[src/rtl/mem_arb_pkg.sv]
// Shared types and helpers for the mem_arbiter RAM-port arbiter.
package mem_arb_pkg;

    typedef enum logic [1:0] {
        IDLE,
        IC_BURST,
        LS_READ,
        LS_WRITE
    } arb_state_e;

    typedef enum logic {
        OWN_IC  = 1'b0,
        OWN_LSU = 1'b1
    } owner_e;

    localparam logic [1:0] SIZE_BYTE     = 2'd0;
    localparam logic [1:0] SIZE_HALF     = 2'd1;
    localparam logic [1:0] SIZE_WORD     = 2'd2;
    localparam logic [1:0] SIZE_WORD_ALT = 2'd3;

    function automatic logic [2:0] size_to_bytes(input logic [1:0] size);
        case (size)
            SIZE_BYTE:                return 3'd1;
            SIZE_HALF:                return 3'd2;
            SIZE_WORD, SIZE_WORD_ALT: return 3'd4;
            default:                  return 3'd4;
        endcase
    endfunction

endpackage

[src/rtl/mem_arbiter_lsu_byte_packer.sv]
// Serialises one LSU access into little-endian byte beats and assembles load data.
module lsu_byte_packer
    import mem_arb_pkg::*;
#(
    parameter int ADDR_WIDTH = 17
) (
    input  logic                  clk,
    input  logic                  rst,
    input  logic                  start,
    input  logic                  rd_active,
    input  logic                  wr_active,
    input  logic [ADDR_WIDTH-1:0] lsu_addr,
    input  logic [1:0]            lsu_size,
    input  logic [31:0]           lsu_wdata,
    input  logic [7:0]            mem_din,
    output logic [ADDR_WIDTH-1:0] beat_addr,
    output logic [7:0]            wr_byte,
    output logic                  rd_last,
    output logic                  wr_last,
    output logic                  done,
    output logic [31:0]           rdata
);

    logic [2:0]            cnt_q, cnt_d;
    logic [2:0]            nbytes_q, nbytes_d;
    logic [ADDR_WIDTH-1:0] addr_q, addr_d;
    logic [31:0]           wdata_q, wdata_d;
    logic [31:0]           rdata_q, rdata_d;
    logic                  done_q, done_d;

    always_ff @(posedge clk) begin
        if (rst) begin
            cnt_q    <= '0;
            nbytes_q <= 3'd1;
            addr_q   <= '0;
            wdata_q  <= '0;
            rdata_q  <= '0;
            done_q   <= 1'b0;
        end else begin
            cnt_q    <= cnt_d;
            nbytes_q <= nbytes_d;
            addr_q   <= addr_d;
            wdata_q  <= wdata_d;
            rdata_q  <= rdata_d;
            done_q   <= done_d;
        end
    end

    assign rd_last   = (cnt_q == nbytes_q);
    assign wr_last   = (cnt_q == (nbytes_q - 3'd1));
    // Address wraps naturally at 2^ADDR_WIDTH.
    assign beat_addr = addr_q + ADDR_WIDTH'(cnt_q);
    assign done      = done_q;
    assign rdata     = rdata_q;

    always_comb begin
        case (cnt_q[1:0])
            2'd0:    wr_byte = wdata_q[7:0];
            2'd1:    wr_byte = wdata_q[15:8];
            2'd2:    wr_byte = wdata_q[23:16];
            default: wr_byte = wdata_q[31:24];
        endcase
    end

    always_comb begin
        cnt_d    = cnt_q;
        nbytes_d = nbytes_q;
        addr_d   = addr_q;
        wdata_d  = wdata_q;
        rdata_d  = rdata_q;
        done_d   = 1'b0;
        if (start) begin
            cnt_d    = '0;
            nbytes_d = size_to_bytes(lsu_size);
            addr_d   = lsu_addr;
            wdata_d  = lsu_wdata;
            rdata_d  = '0;
        end else if (wr_active) begin
            if (wr_last) begin
                cnt_d  = '0;
                done_d = 1'b1;
            end else begin
                cnt_d = cnt_q + 3'd1;
            end
        end else if (rd_active) begin
            // mem_din lags the address by one beat, so beat k lands when cnt = k+1.
            case (cnt_q)
                3'd1:    rdata_d[7:0]   = mem_din;
                3'd2:    rdata_d[15:8]  = mem_din;
                3'd3:    rdata_d[23:16] = mem_din;
                3'd4:    rdata_d[31:24] = mem_din;
                default: ;
            endcase
            if (rd_last) begin
                cnt_d  = '0;
                done_d = 1'b1;
            end else begin
                cnt_d = cnt_q + 3'd1;
            end
        end
    end

endmodule

[src/rtl/mem_arbiter.sv]
// Byte-wide RAM port arbiter between icache line fills and the LSU.
// Define ARB_ROUND_ROBIN_EN for round-robin conflict resolution; default is LSU priority.
module mem_arbiter
    import mem_arb_pkg::*;
#(
    parameter int ADDR_WIDTH = 17,
    parameter int LINE_BYTES = 4
) (
    input  logic                  clk,
    input  logic                  rst,
    input  logic                  ic_get_en,
    input  logic [ADDR_WIDTH-1:0] ic_addr,
    output logic                  ic_out_en,
    output logic [7:0]            ic_content,
    input  logic                  lsu_req,
    input  logic                  lsu_we,
    input  logic [ADDR_WIDTH-1:0] lsu_addr,
    input  logic [1:0]            lsu_size,
    input  logic [31:0]           lsu_wdata,
    output logic                  lsu_done,
    output logic [31:0]           lsu_rdata,
    output logic [ADDR_WIDTH-1:0] mem_a,
    output logic                  mem_wr,
    output logic [7:0]            mem_dout,
    input  logic [7:0]            mem_din
);

    localparam int IC_CW = $clog2(LINE_BYTES + 1);

    arb_state_e            state_q, state_d;
    logic [IC_CW-1:0]      ic_cnt_q, ic_cnt_d;
    logic                  lsu_start;
    logic                  lsu_want;
    logic                  lsu_wins;
    logic [ADDR_WIDTH-1:0] beat_addr;
    logic [7:0]            wr_byte;
    logic                  rd_last;
    logic                  wr_last;

`ifdef ARB_ROUND_ROBIN_EN
    owner_e last_owner_q, last_owner_d;
`endif

    always_ff @(posedge clk) begin
        if (rst) begin
            state_q      <= IDLE;
            ic_cnt_q     <= '0;
`ifdef ARB_ROUND_ROBIN_EN
            last_owner_q <= OWN_IC;
`endif
        end else begin
            state_q      <= state_d;
            ic_cnt_q     <= ic_cnt_d;
`ifdef ARB_ROUND_ROBIN_EN
            last_owner_q <= last_owner_d;
`endif
        end
    end

    always_comb begin
        state_d   = state_q;
        ic_cnt_d  = ic_cnt_q;
        lsu_start = 1'b0;
        // A request still high during its own done pulse is the one just finished.
        lsu_want  = lsu_req && !lsu_done;
`ifdef ARB_ROUND_ROBIN_EN
        last_owner_d = last_owner_q;
        lsu_wins     = lsu_want && (!ic_get_en || (last_owner_q == OWN_IC));
`else
        lsu_wins     = lsu_want;
`endif
        case (state_q)
            IDLE: begin
                if (lsu_wins) begin
                    state_d   = lsu_we ? LS_WRITE : LS_READ;
                    lsu_start = 1'b1;
`ifdef ARB_ROUND_ROBIN_EN
                    last_owner_d = OWN_LSU;
`endif
                end else if (ic_get_en) begin
                    state_d  = IC_BURST;
                    ic_cnt_d = '0;
`ifdef ARB_ROUND_ROBIN_EN
                    last_owner_d = OWN_IC;
`endif
                end
            end
            IC_BURST: begin
                if (ic_cnt_q == IC_CW'(LINE_BYTES)) begin
                    state_d = IDLE;
                end else begin
                    ic_cnt_d = ic_cnt_q + 1'b1;
                end
            end
            LS_READ: begin
                if (rd_last) state_d = IDLE;
            end
            LS_WRITE: begin
                if (wr_last) state_d = IDLE;
            end
            default: state_d = IDLE;
        endcase
    end

    always_comb begin
        mem_a      = '0;
        mem_wr     = 1'b0;
        mem_dout   = '0;
        ic_out_en  = 1'b0;
        ic_content = '0;
        case (state_q)
            IC_BURST: begin
                if (ic_cnt_q < IC_CW'(LINE_BYTES)) mem_a = ic_addr;
                if (ic_cnt_q != '0) begin
                    ic_out_en  = 1'b1;
                    ic_content = mem_din;
                end
            end
            LS_READ: begin
                if (!rd_last) mem_a = beat_addr;
            end
            LS_WRITE: begin
                mem_a    = beat_addr;
                // The RAM commits on the reset edge too, so suppress the strobe there.
                mem_wr   = !rst;
                mem_dout = wr_byte;
            end
            default: ;
        endcase
    end

    lsu_byte_packer #(
        .ADDR_WIDTH(ADDR_WIDTH)
    ) u_packer (
        .clk       (clk),
        .rst       (rst),
        .start     (lsu_start),
        .rd_active (state_q == LS_READ),
        .wr_active (state_q == LS_WRITE),
        .lsu_addr  (lsu_addr),
        .lsu_size  (lsu_size),
        .lsu_wdata (lsu_wdata),
        .mem_din   (mem_din),
        .beat_addr (beat_addr),
        .wr_byte   (wr_byte),
        .rd_last   (rd_last),
        .wr_last   (wr_last),
        .done      (lsu_done),
        .rdata     (lsu_rdata)
    );

endmodule

[config.mk]
export PLATFORM = sky130hd
export DESIGN_NAME = mem_arbiter
export DESIGN_NICKNAME = d
export VERILOG_FILES = /design/src/rtl/mem_arb_pkg.sv /design/src/rtl/mem_arbiter_lsu_byte_packer.sv /design/src/rtl/mem_arbiter.sv
export SDC_FILE = /design/constraint.sdc
export NUM_CORES = 1
export LEC_CHECK = 0
export CAP_MARGIN = 20
export CORE_MARGIN = 2
export CORE_UTILIZATION = 60
export DETAILED_ROUTE_END_ITERATION = 8
export DONT_BUFFER_PORTS = 1
export PLACE_DENSITY = 0.72
export SLEW_MARGIN = 20
export SYNTH_ARGS = -nofsm -noshare
export SYNTH_HDL_FRONTEND = slang
export SYNTH_HIERARCHICAL = 1
export SYNTH_SLANG_ARGS = --single-unit
[constraint.sdc]
create_clock -name clk -period 6.5 [get_ports clk]
set_input_delay 1.95 -clock clk [delete_from_list [all_inputs] [get_ports clk]]
set_output_delay 1.95 -clock clk [all_outputs]
set_load 0.1 [all_outputs]
==> flow_summary_export.csv <==
group,metric,value,unit
critical_path,r2r_end,"u_packer/cnt_q[0]",
layout,finish.utilization,64.7,%
grt,grt_max_degree,61,
floorplan,fp-row-count,31,
timing,max_slew_margin,28.7,%
hold_path,hold_depth,2,
grt,first_global_vias,3358,
routing,wl_per_cell,17.1,um
timing,skew,16.9,ps
critical_path,criticalPathCategory,"register to output port",
place,dp.final_hpwl,7240,um
clock_tree,numCtsBuffers,9,
grt,antenna_found_initial,0,
layout,drive_above_1_share,7.10,%
power,p_leak,1.77,nW
critical_path,cp.arrival,2940,ps
routing,wirelength,10100,um
clock_tree,clock_sinks,93,
routing,drt_iter0_drc,173,
timing,finalCritPeriodShare,75.3,%
clock_tree,insertion_delay,370,ps
yosys,yosys_warnings,6,
clock_tree,cts_tree,"yes",
critical_path,crit_path_max_incr_delay,800,ps
routing,drc,0,
layout,antenna_cells,0,
yosys,ys_types,49,
run,cap_violations,0,
power,fin_total_pwr,1.34,mW
yosys,syn_avg_cell_area,8.91,um2
floorplan,core,7250,um2
routing,num_vias,3473,
clock_tree,htree_levels,3,
status,status,"finished, final reports clean",
timing,setup_violations,0,
timing,period_needed,4890,ps
clock_tree,cts_setup_buffers,0,
layout,stdcell_area,4690,um2
clock_tree,cts_hold_buffers,0,
hold_path,holdPathEnd,"ic_cnt_q[1]",
place,placed_cell_area,4500,um2
timing,hold_violations,0,
yosys,async_flop_share,0,%
yosys,yosysSeqAreaShare,41.2,%
critical_path,required,4550,ps
place,port-buffer-count,0,
timing,grt_setup_unrepaired,"false",
clock_tree,cts.repair.resized,0,
timing,tightest_slew,1060,ps
critical_path,r2r_setup_slack,3940,ps
routing,postRouteAntennaNets,0,
critical_path,crit_path_cell_trace,"ha_1, fa_1, a21oi_1, nor2_1, nand4_1, xnor2_1, a22o_1",
hold_path,min_path_type,"register to register",
place,gp_congestion,0.806,
layout,area.growth.synth_to_final,3.91,%
critical_path,crit_family,"compound AO/OA/AOI/OAI gates",
yosys,synth-edff-count,0,
yosys,synth_top_area_cell,"dfxtp_1",
hold_path,worstHoldStart,"ic_cnt_q[1]",
timing,whs,497,ps
clock_tree,clkTransAtPathRegs,100,ps
yosys,syn_area,4520,um2
timing,totalNegativeSetupSlack,0,ps
power,p_per_area,285,nW/um2
timing,slew_violations,0,
critical_path,reg2reg_from,"u_packer/done",
power,ir_drop,0.182,mV
layout,finalNonFillerCells,592,
floorplan,initial_core_util,62.3,%
place,place_ws,1780,ps
yosys,syn-num-nets,600,
routing,first_pass_iters,4,
critical_path,crit_slowest_cell,"a22o_1",
timing,max_freq,0.204,GHz
yosys,synth.area.top_cells,"dfxtp_1 41%, mux2i_1 13%, nand2_1 5.6%",
layout,layout.nets,581,
floorplan,die_y,90.8,um
floorplan,boundaryPins,149,
floorplan,dieArea,8240,um2
grt,grt_pass1_wl,16300,um
yosys,synth_flop_cell,"dfxtp_1",
critical_path,path_buf_inv,0,
clock_tree,cts-root-buf,"clkbuf_8",
timing,setup_ws,1610,ps
critical_path,worst-path-max-fanout,6,
critical_path,start_kind,"register",
critical_path,reg2reg_depth,5,
floorplan,die_x,90.8,um
routing,viasPerCell,5.87,
yosys,synthCells,507,
clock_tree,clk_path_buf_depth,2,
grt,overflow,0,
place,place_inst,576,
critical_path,critPathCaptureType,"output port",
grt,gr-usage-all-layers,24.4,%
yosys,synth_top_area_share,41.2,%
yosys,synth.ff_latch_count,93,
## Yosys cell counts (2+ instances only)
cell	n
inv_2	2
nand2_1	67
buf_6	2
buf_4	3
o21ai_0	3
buf_2	12
nand3_1	14
a21oi_1	39
a222oi_1	8
ha_1	11
nor3_2	2
clkbuf_1	15
xnor2_1	16
dfxtp_1	93
mux2i_1	59
o22ai_1	3
a22o_1	17
nor2b_1	6
or3_1	2
nor2_1	56
and2_1	12
inv_1	16
and3_1	13
nor3_1	3
xor2_1	3
nand4_1	3
nand2b_1	5
## worst max-delay path by stage
stage	from	endpoint	slack, ps	cells after the start
after floorplan	rst	mem_wr	1260	1
after global placement	rst	mem_wr	1790	1
after detailed placement	rst	mem_wr	1780	1
after CTS	u_packer/cnt_q[0]	mem_a[16]	1580	7
after global routing	u_packer/cnt_q[0]	mem_a[16]	1390	7
final	u_packer/cnt_q[0]	mem_a[16]	1610	7
## cell type report
type                            count  area [um2]
Tap cell                           99         124
Clock inverter                      6        53.8
Multi-Input combinational cell    364        2430
Timing Repair Buffer                2        15.0
Sequential cell                    93        1860
Clock buffer                       10         138
Inverter                           18        67.6
Fill cell                         655        2560
## cell families after synthesis
logic type,after synthesis,synth area share [%]
DFF,93,41.2
AOI/OAI and AO/OA,81,12.6
and+or+nand+nor,192,20.3
muxes,59,13.1
xor gates and xnor gates,20,4.21
buffers and inverters,50,5.07
adders and majority gates,12,3.49
## metal layers
metal | routed length [um] | vias up | global-route usage, % | part of all wire [%]
met5 | 0 | - | 0 | 0
met2 | 4810 | 121 | 40.0 | 48
li1 | - | 1707 | - | -
met4 | 144 | 0 | 8.59 | 1.4
met3 | 849 | 13 | 7.51 | 8.4
met1 | 4320 | 1632 | 30.4 | 43
## state kept, by name, summed over array words and instances, names as in the netlist
register,cells
state_q,2
u_packer/cnt_q,3
u_packer/wdata_q,32
ic_cnt_q,3
u_packer/rdata,32
u_packer/addr_q,17
u_packer/done,1
u_packer/nbytes_q,3
## where the power goes
group	internal (mW)	switching, mW	leakage, nW	total (mW)
combinational	0.0917	0.230	0.922	0.322
sequential	0.603	0.0399	0.757	0.642
clock	0.156	0.219	0.0890	0.375
total	0.850	0.488	1.77	1.34
## tightest hold or removal path: stages (launching register included)
cell	delay (ps)
dfxtp_1	340
o31ai_1	60
a21oi_1	60
## layout by cell type, fill, tap and decap left out, types with 13 or more instances in the layout
cell type / n
nor2_1: 56
inv_1: 16
dfxtp_1: 93
a21oi_1: 39
mux2i_1: 59
nand2_1: 67
a22o_1: 17
and3_1: 13
nand3_1: 14
xnor2_1: 16
Power figures use the tool's default switching activity.
